$ cat src/rtl/serial_pkg.sv
// Shared types and helpers for the serial adder operand feeder.
package serial_pkg;

  typedef enum logic [1:0] {
    IDLE  = 2'd0,
    CLEAR = 2'd1,
    SHIFT = 2'd2
  } feed_state_e;

  localparam int SERIAL_WIDTH_DEFAULT = 8;

  // Bit-counter width; a one-bit floor keeps the counter declarable for tiny widths.
  function automatic int cnt_width(input int width);
    return (width > 1) ? $clog2(width) : 1;
  endfunction

endpackage

$ cat src/rtl/serial_piso.sv
// Parallel-load, LSB-first shift register with zero fill; sout is the current LSB.
module serial_piso #(
  parameter int WIDTH = serial_pkg::SERIAL_WIDTH_DEFAULT
) (
  input  logic             clk,
  input  logic             rst,
  input  logic             load,
  input  logic             shift,
  input  logic [WIDTH-1:0] din,
  output logic             sout
);

  logic [WIDTH-1:0] sh;

  // NOTE: the shift register is a handful of flops, not a RAM, so it takes the async reset like any other state.
  always_ff @(posedge clk or negedge rst) begin
    if (!rst) begin
      sh <= '0;
    end else if (load) begin
      sh <= din;
    end else if (shift) begin
      sh <= {1'b0, sh[WIDTH-1:1]};
    end
  end

  assign sout = sh[0];

endmodule

$ cat src/rtl/serial_operand_feeder.sv
// Captures an operand pair, clears the serial adder for one cycle, then streams both operands LSB-first.
// Optional SERIAL_FEED_DONE_EN adds a one-cycle done pulse aligned with the adder's final carry.
module serial_operand_feeder
  import serial_pkg::*;
#(
  parameter int WIDTH = SERIAL_WIDTH_DEFAULT
) (
  input  logic             clk,
  input  logic             rst,
  input  logic             in_valid,
  output logic             in_ready,
  input  logic [WIDTH-1:0] op_a,
  input  logic [WIDTH-1:0] op_b,
  output logic             adder_clr,
  output logic             a_bit,
  output logic             b_bit,
  output logic             bit_valid,
  output logic             first_bit,
  output logic             last_bit,
  output logic             busy
`ifdef SERIAL_FEED_DONE_EN
  ,
  output logic             done
`endif
);

  localparam int CNT_W = cnt_width(WIDTH);
  localparam logic [CNT_W-1:0] CNT_LAST = CNT_W'(WIDTH - 1);
  // For WIDTH=2 this is 0, which is also the first SHIFT count; the CLEAR/SHIFT split keeps them apart.
  localparam logic [CNT_W-1:0] CNT_PENULT = CNT_W'(WIDTH - 2);

  feed_state_e      state, state_d;
  logic [CNT_W-1:0] cnt;
  logic             load, shift_en;
  logic             sa, sb;
  logic             clr_d, valid_d, a_d, b_d, first_d, last_d, busy_d, done_d;

  serial_piso #(.WIDTH(WIDTH)) u_piso_a (
    .clk   (clk),
    .rst   (rst),
    .load  (load),
    .shift (shift_en),
    .din   (op_a),
    .sout  (sa)
  );

  serial_piso #(.WIDTH(WIDTH)) u_piso_b (
    .clk   (clk),
    .rst   (rst),
    .load  (load),
    .shift (shift_en),
    .din   (op_b),
    .sout  (sb)
  );

  assign in_ready = (state == IDLE);

  // Outputs are registered, so each *_d value is what the next cycle presents.
  // The registers shift one cycle ahead (starting in CLEAR) so sout already holds the next bit.
  always_comb begin
    // NOTE: every signal gets a default before any branch, so no path leaves one unassigned and no latch is inferred.
    state_d  = state;
    load     = 1'b0;
    shift_en = 1'b0;
    clr_d    = 1'b0;
    valid_d  = 1'b0;
    a_d      = 1'b0;
    b_d      = 1'b0;
    first_d  = 1'b0;
    last_d   = 1'b0;
    done_d   = 1'b0;

    unique case (state)
      IDLE: begin
        if (in_valid) begin
          load    = 1'b1;
          state_d = CLEAR;
          clr_d   = 1'b1;
        end
      end
      CLEAR: begin
        shift_en = 1'b1;
        state_d  = SHIFT;
        valid_d  = 1'b1;
        a_d      = sa;
        b_d      = sb;
        first_d  = 1'b1;
        last_d   = (WIDTH == 1);
      end
      SHIFT: begin
        shift_en = 1'b1;
        if (cnt == CNT_LAST) begin
          state_d = IDLE;
          done_d  = 1'b1;
        end else begin
          valid_d = 1'b1;
          a_d     = sa;
          b_d     = sb;
          last_d  = (cnt == CNT_PENULT);
        end
      end
      default: state_d = IDLE;
    endcase

    busy_d = (state_d != IDLE);
  end

  // NOTE: sequential state uses <= so every flop samples pre-edge values regardless of statement order.
  always_ff @(posedge clk or negedge rst) begin
    if (!rst) begin
      state <= IDLE;
    end else begin
      state <= state_d;
    end
  end

  always_ff @(posedge clk or negedge rst) begin
    if (!rst) begin
      cnt <= '0;
    end else if (load) begin
      cnt <= '0;
    end else if (state == SHIFT && cnt != CNT_LAST) begin
      cnt <= cnt + 1'b1;
    end
  end

  always_ff @(posedge clk or negedge rst) begin
    if (!rst) begin
      adder_clr <= 1'b0;
      bit_valid <= 1'b0;
      a_bit     <= 1'b0;
      b_bit     <= 1'b0;
      first_bit <= 1'b0;
      last_bit  <= 1'b0;
      busy      <= 1'b0;
    end else begin
      adder_clr <= clr_d;
      bit_valid <= valid_d;
      a_bit     <= a_d;
      b_bit     <= b_d;
      first_bit <= first_d;
      last_bit  <= last_d;
      busy      <= busy_d;
    end
  end

`ifdef SERIAL_FEED_DONE_EN
  always_ff @(posedge clk or negedge rst) begin
    if (!rst) begin
      done <= 1'b0;
    end else begin
      done <= done_d;
    end
  end
`else
  logic unused_done;
  assign unused_done = done_d;
`endif

endmodule

$ cat config.mk
export PLATFORM = sky130hd
export DESIGN_NAME = serial_operand_feeder
export DESIGN_NICKNAME = d
export VERILOG_FILES = /design/src/rtl/serial_pkg.sv /design/src/rtl/serial_piso.sv /design/src/rtl/serial_operand_feeder.sv
export SDC_FILE = /design/constraint.sdc
export NUM_CORES = 1
export LEC_CHECK = 0
export CAP_MARGIN = 40
export CORE_MARGIN = 1.5
export CORE_UTILIZATION = 23
export CTS_BUF_LIST = sky130_fd_sc_hd__clkbuf_4 sky130_fd_sc_hd__clkbuf_8
export CTS_CLUSTER_SIZE = 40
export DETAILED_ROUTE_END_ITERATION = 7
export GPL_ROUTABILITY_DRIVEN = 0
export PLACE_DENSITY = 0.39
export SKIP_LAST_GASP = 1
export SLEW_MARGIN = 20
export SYNTH_ARGS = -nofsm -noshare
export SYNTH_HDL_FRONTEND = slang
export SYNTH_HIERARCHICAL = 1
export SYNTH_SLANG_ARGS = --single-unit
$ cat constraint.sdc
create_clock -name clk -period 4 [get_ports clk]
set_input_delay 0.4 -clock clk [delete_from_list [all_inputs] [get_ports clk]]
set_output_delay 0.4 -clock clk [all_outputs]
set_load 0.01 [all_outputs]
==> results of run 1 <==
-- critical path, delay by kind of cell, from the launching register on --
family | cells | cell delay (ns)
buffers and inverters | 2 | 0.66
flip-flops | 1 | 0.44
adder cells (fa/ha/maj) | 1 | 0.23
-- logic make-up (layout without fill, tap and decap cells) --
family | after synthesis | after routing | synth area share
AND/OR/NAND/NOR | 27 | 27 | 0.09327
XOR/XNOR | 1 | 1 | 0.006732
flip-flops | 28 | 28 | 0.5385
multiplexers | 16 | 16 | 0.1231
AO/OA/AOI/OAI | 22 | 22 | 0.1019
adder cells (fa/ha/maj) | 7 | 7 | 0.06730
buffers and inverters | 14 | 41 | 0.06923
-- placed cells by master, fill, tap and decap left out, types with 2 or more instances in the layout --
| master | instances |
|---|---|
| sky130_fd_sc_hd__o21ai_1 | 14 |
| sky130_fd_sc_hd__o21ai_2 | 3 |
| sky130_fd_sc_hd__nor2_1 | 5 |
| sky130_fd_sc_hd__clkdlybuf4s50_1 | 26 |
| sky130_fd_sc_hd__nand2b_1 | 2 |
| sky130_fd_sc_hd__o21ai_0 | 2 |
| sky130_fd_sc_hd__clkbuf_8 | 3 |
| sky130_fd_sc_hd__inv_1 | 9 |
| sky130_fd_sc_hd__dfrtp_1 | 28 |
| sky130_fd_sc_hd__buf_8 | 2 |
| sky130_fd_sc_hd__nand2_1 | 17 |
| sky130_fd_sc_hd__mux2i_1 | 16 |
| sky130_fd_sc_hd__a21oi_1 | 2 |
| sky130_fd_sc_hd__ha_1 | 7 |
-- cells in the mapped netlist --
cell type	count	area, um2
sky130_fd_sc_hd__nor2_1	5	18.77
sky130_fd_sc_hd__buf_6	5	56.30
sky130_fd_sc_hd__o21ai_2	3	26.28
sky130_fd_sc_hd__and3_1	1	6.260
sky130_fd_sc_hd__nand2b_1	2	12.51
sky130_fd_sc_hd__a41oi_2	1	16.27
sky130_fd_sc_hd__nor2b_1	1	6.260
sky130_fd_sc_hd__mux2i_1	16	160.2
sky130_fd_sc_hd__inv_1	9	33.78
sky130_fd_sc_hd__nand2_1	17	63.81
sky130_fd_sc_hd__o21ai_1	14	70.07
sky130_fd_sc_hd__a21oi_1	2	10.01
sky130_fd_sc_hd__dfrtp_1	28	700.7
sky130_fd_sc_hd__o21ai_0	2	10.01
sky130_fd_sc_hd__nor2b_4	1	13.76
sky130_fd_sc_hd__xnor2_1	1	8.760
sky130_fd_sc_hd__ha_1	7	87.58
-- report_power, final --
group	leakage, nW	switching (mW)	internal, mW
Combinational	0.387	0.285	0.296
Clock	0.0216	0.0830	0.0675
Sequential	0.358	0.0667	0.407
Total	0.766	0.435	0.771
-- final cells by class --
cell class | count | area share
clock buffers | 3 | 0.02466
inverters | 9 | 0.02018
multi-input cells | 73 | 0.3049
flip-flops and latches | 28 | 0.4185
well taps | 72 | 0.05381
repair buffers | 29 | 0.1779
-- flip-flops by register name, summed over array words and instances, names as in the netlist --
register	cells
u_piso_a/sh	8
u_piso_b/sh	8
cnt	3
state	2
a_bit	1
adder_clr	1
b_bit	1
bit_valid	1
busy	1
first_bit	1
last_bit	1
-- metal layers --
layer | GRT usage | vias to the layer above | part of all wire
met3 | 0.01628 | 2 | 0.028
met4 | 0.04286 | 0 | 0.015
met5 | 0 | - | 0
met1 | 0.1090 | 400 | 0.48
li1 | - | 429 | -
met2 | 0.1357 | 16 | 0.48
-- worst max-delay path by stage --
stage	from	end	cells past startpoint
finish	state[0]$_DFF_PN0_	in_ready	3
global route	state[0]$_DFF_PN0_	in_ready	3
CTS	state[0]$_DFF_PN0_	in_ready	3
detailed placement	in_valid	u_piso_b/sh[7]$_DFFE_PN0P_	6
global placement	in_valid	u_piso_b/sh[7]$_DFFE_PN0P_	5
floorplan	state[0]$_DFF_PN0_	u_piso_a/sh[3]$_DFFE_PN0P_	6
==> impl_metrics.tcl, run 1 <==
set metrics [dict create \
    run_status "completed" \
    final_util 0.3059 \
    global_route.usage.total 0.08487 \
    worst_clock_skew_ns 0.002396 \
    share_of_post_route_cells_with_drive_strength_above_1 0.07746 \
    vias 847 \
    cp_max_fo 4 \
    crit_slowest_cell "sky130_fd_sc_hd__clkdlybuf4s50_1" \
    drt_pass1_iterations 4 \
    holdWs_ns 0.4977 \
    regToRegStartpoint "state[0]$_DFF_PN0_" \
    clk_path_buf_depth 2 \
    postSynthCellCount 115 \
    tightest_slew_ns 0.5373 \
    post_route_wl_um 2324 \
    core_area_mm2 0.005473 \
    grt_first_pass_wirelength_um 4105 \
    layout.area.seq_um2 700.7 \
    die_h_um 78.22 \
    critical_path.max_stage_delay_ns 0.56 \
    critical_path.endpoint_type "output pin" \
    route.detailed.vias_per_inst 3.958 \
    core.rowCount 27 \
    worstSetupPathType "reg -> out" \
    ir_drop_mv 0.1789 \
    post_cts.repair.setup_buffers 0 \
    final_cell_area_mm2 0.001674 \
    netlist_area_mm2 0.001301 \
    placed_cells_incl_taps 210 \
    grt_start_max_net_pins 29 \
    layout.cells.non_filler 214 \
    grt_pass1_vias 890 \
    insertion_delay_to_the_later_sink_of_the_worst_skew_pair_ns 0.27 \
    report.final.hold_viol_count 0 \
    die_area_mm2 0.006118 \
    level_count_of_the_clock_h_tree 1 \
    total_power_mw 1.206 \
    critical_path.startpoint_type "register" \
    postSynthRegisterBits 28 \
    fin_tns_setup_ns 0 \
    fin_ws_ns 2.004 \
    finalNetCount 170 \
    io_count 27 \
    ys.warnings.count 6 \
    total_area_of_multi_input_combinational_cells_um2 510.5 \
    antenna_found_initial 0 \
    post-place-ws_ns 1.997 \
    drt_iter0_markers 43 \
    tritoncts_clock_tree "yes" \
    drv_slew 0 \
    maxCapViolations 0 \
    synthesis_to_finish_area_growth_pct 28.65 \
    dp.final_hpwl_um 1664 \
    num_antenna_cells 0 \
    postPlaceCellArea_mm2 0.001618 \
    grt_setup_unrepaired "false" \
    worstReg2RegEnd "u_piso_b/sh[7]$_DFFE_PN0P_" \
    syn_nets 141 \
    n_fill_cell 606 \
    period_utilisation_layout 0.4991 \
    final_period_minus_worst_setup_slack_ns 1.996 \
    cts_made_buffers 3 \
    cts.hold.buffers_added 0 \
    critPathArrivalTime_ns 1.60 \
    cts.sinks 28 \
    synthesis.area_per_instance_um2 11.32 \
    worst-r2r-setup-slack_ns 2.16 \
    leakagePower_nw 0.7661 \
    routed_wire_length_per_instance_um 10.86 \
    postCtsResizedCells 0 \
    count_of_different_cell_masters_after_synthesis 17 \
    worstPathRequired_ns 3.60 \
    seq_area_frac_synth 0.5385 \
    timing.max_slew.rel_slack 0.6414 \
    die_width_um 78.22 \
    initial_utilization 0.2378 \
    clock-root-buffer "sky130_fd_sc_hd__clkbuf_8" \
    gr-total-overflow 0 \
    drt_drc_violations_left 0 \
    max_freq_ghz 0.5009 \
    clk_pin_slew_worst_paths_ns 0.09 \
    crit_chain "inv_1 -> ha_1 -> clkdlybuf4s50_1" \
    drt.antenna.violating_nets 0 \
    setup_viol 0 \
    hold_path_class "in -> async" \
    p_per_area_mw_per_mm2 720.1 \
    buffer_ports.inserted 26 \
    worst_r2r_path_depth 7 \
]
No activity file was read; power rests on OpenSTA's default activity.
==> run 2, diff against run 1 <==
==> constraint.sdc (replaced) <==
create_clock -name clk -period 1.9 [get_ports clk]
set_input_delay 0.19 -clock clk [delete_from_list [all_inputs] [get_ports clk]]
set_output_delay 0.19 -clock clk [all_outputs]
set_load 0.01 [all_outputs]
==> run 2 against run 1 <==
  * Flip-flop and latch count unchanged
  * Setup slack got worse by 1.9 ns
  * Critical endpoint unchanged
  * Cell count up 0.47%
  * Highest routed layer unchanged
  * Sequential share of layout area is 0.74 points lower
  * Global-route usage grew 0.43 points
==> impl_metrics.tcl, run 2 (synthesis gave the netlist of run 1 again) <==
set metrics [dict create \
    postCtsResizedCells 0 \
    grt_pass1_vias 957 \
    run_status "completed" \
    clock-root-buffer "sky130_fd_sc_hd__clkbuf_8" \
    leakagePower_nw 0.7779 \
    worst_clock_skew_ns 0.002444 \
    vias 869 \
    top_regs "u_piso_a/sh x8, u_piso_b/sh x8, cnt x3" \
    gr-total-overflow 0 \
    layout_common_cells "sky130_fd_sc_hd__dfrtp_1 (28), sky130_fd_sc_hd__clkdlybuf4s50_1 (26), sky130_fd_sc_hd__nand2_1 (17)" \
    grt_first_pass_wirelength_um 4312 \
    timing.max_slew.rel_slack 0.7646 \
    dp.final_hpwl_um 1676 \
    die_width_um 78.22 \
    finalNetCount 170 \
    worst-r2r-setup-slack_ns 0.39 \
    setup_viol 0 \
    initial_utilization 0.2378 \
    ir_drop_mv 0.4382 \
    tightest_slew_ns 0.3531 \
    critical_path.endpoint_type "output pin" \
    cts.hold.buffers_added 0 \
    grt_setup_unrepaired "false" \
    worstSetupPathType "reg -> out" \
    period_utilisation_layout 0.9311 \
    holdWs_ns 0.2817 \
    maxCapViolations 0 \
    insertion_delay_to_the_later_sink_of_the_worst_skew_pair_ns 0.27 \
    drt.antenna.violating_nets 0 \
    buffer_ports.inserted 26 \
    cts.sinks 28 \
    hold_path_class "in -> async" \
    antenna_found_initial 0 \
    core.rowCount 27 \
    report.final.hold_viol_count 0 \
    die_area_mm2 0.006118 \
    io_count 27 \
    drt_iter0_markers 39 \
    level_count_of_the_clock_h_tree 1 \
    cp_max_fo 4 \
    critPathArrivalTime_ns 1.58 \
    global_route.usage.total 0.08914 \
    die_h_um 78.22 \
    p_per_area_mw_per_mm2 1557 \
    total_power_mw 2.653 \
    core_area_mm2 0.005473 \
    route.detailed.vias_per_inst 4.042 \
    cts_made_buffers 3 \
    fin_tns_setup_ns 0 \
    max_freq_ghz 0.5652 \
    num_antenna_cells 0 \
    routed_wire_length_per_instance_um 10.97 \
    mostFrequentLayoutCell "sky130_fd_sc_hd__dfrtp_1" \
    final_period_minus_worst_setup_slack_ns 1.769 \
    drv_slew 0 \
    grt_start_max_net_pins 37 \
    drt_pass1_iterations 4 \
    tritoncts_clock_tree "yes" \
    clk_pin_slew_worst_paths_ns 0.10 \
    share_of_post_route_cells_with_drive_strength_above_1 0.09091 \
    post_cts.repair.setup_buffers 0 \
    post_route_wl_um 2359 \
    critical_path.startpoint_type "register" \
    drt_drc_violations_left 0 \
    clk_path_buf_depth 2 \
    synthesis_to_finish_area_growth_pct 30.96 \
    worstPathRequired_ns 1.71 \
]
[run 2: cell types whose count changed in the layout (fill, tap and decap cells not counted), sizes merged]
cell / previous run / this run
bufinv: 0 / 1
[run 2: final timing paths]
| kind | start | endpoint | cells past startpoint |
|---|---|---|---|
| worst max-delay path | state[0]$_DFF_PN0_ | in_ready | 3 |
| worst min-delay path | rst | adder_clr$_DFF_PN0_ | 2 |
| worst max register to register | state[1]$_DFF_PN0_ | u_piso_b/sh[6]$_DFFE_PN0P_ | 5 |
| worst min register to register | u_piso_a/sh[0]$_DFFE_PN0P_ | a_bit$_DFF_PN0_ | 2 |
| max in group asynchronous | rst | u_piso_b/sh[1]$_DFFE_PN0P_ | 2 |
| min in group clk | op_b[6] | u_piso_b/sh[6]$_DFFE_PN0P_ | 3 |
[run 2: critical path, cell delays in order (launching register included)]
cell	delay, ns
sky130_fd_sc_hd__dfrtp_1	0.44
sky130_fd_sc_hd__inv_1	0.10
sky130_fd_sc_hd__ha_2	0.21
sky130_fd_sc_hd__clkdlybuf4s50_1	0.55
[run 2: area by class of cell]
cell class / count / area, um2
fill: 590 / 3769
sequential: 28 / 700.7
tap: 72 / 90.09
timing repair buffer: 29 / 295.3
clock buffer: 3 / 41.29
multi-input combinational: 73 / 513.0
clock inverter: 1 / 30.03
inverter: 9 / 33.78
[run 2: through the flow]
stage / cells / area (um2) / setup WS, ns / util
final: 215 / 1704 / 0.1309 / 0.3114
after global routing: 215 / 1704 / 0.02444 / 0.3114
after global placement: 211 / 1630 / 0.4132 / 0.2979
after detailed placement: 211 / 1630 / 0.3747 / 0.2979
after floorplan: 115 / 1301 / 0.3784 / -
after CTS: 215 / 1702 / 0.07707 / 0.3109
[run 2: routing by layer]
layer,global-route usage,wire length (um),up-vias
met5,0,0,-
met4,0.04821,34,0
met3,0.01047,58,2
met2,0.1522,1200,14
met1,0.1093,1066,418
li1,-,-,435
[run 2: power by group]
part           internal [mW]  leakage, nW  switching [mW]
Combinational          0.599        0.385           0.591
Clock                  0.282       0.0357           0.183
Sequential             0.857        0.358           0.140
Total                   1.74        0.778           0.915
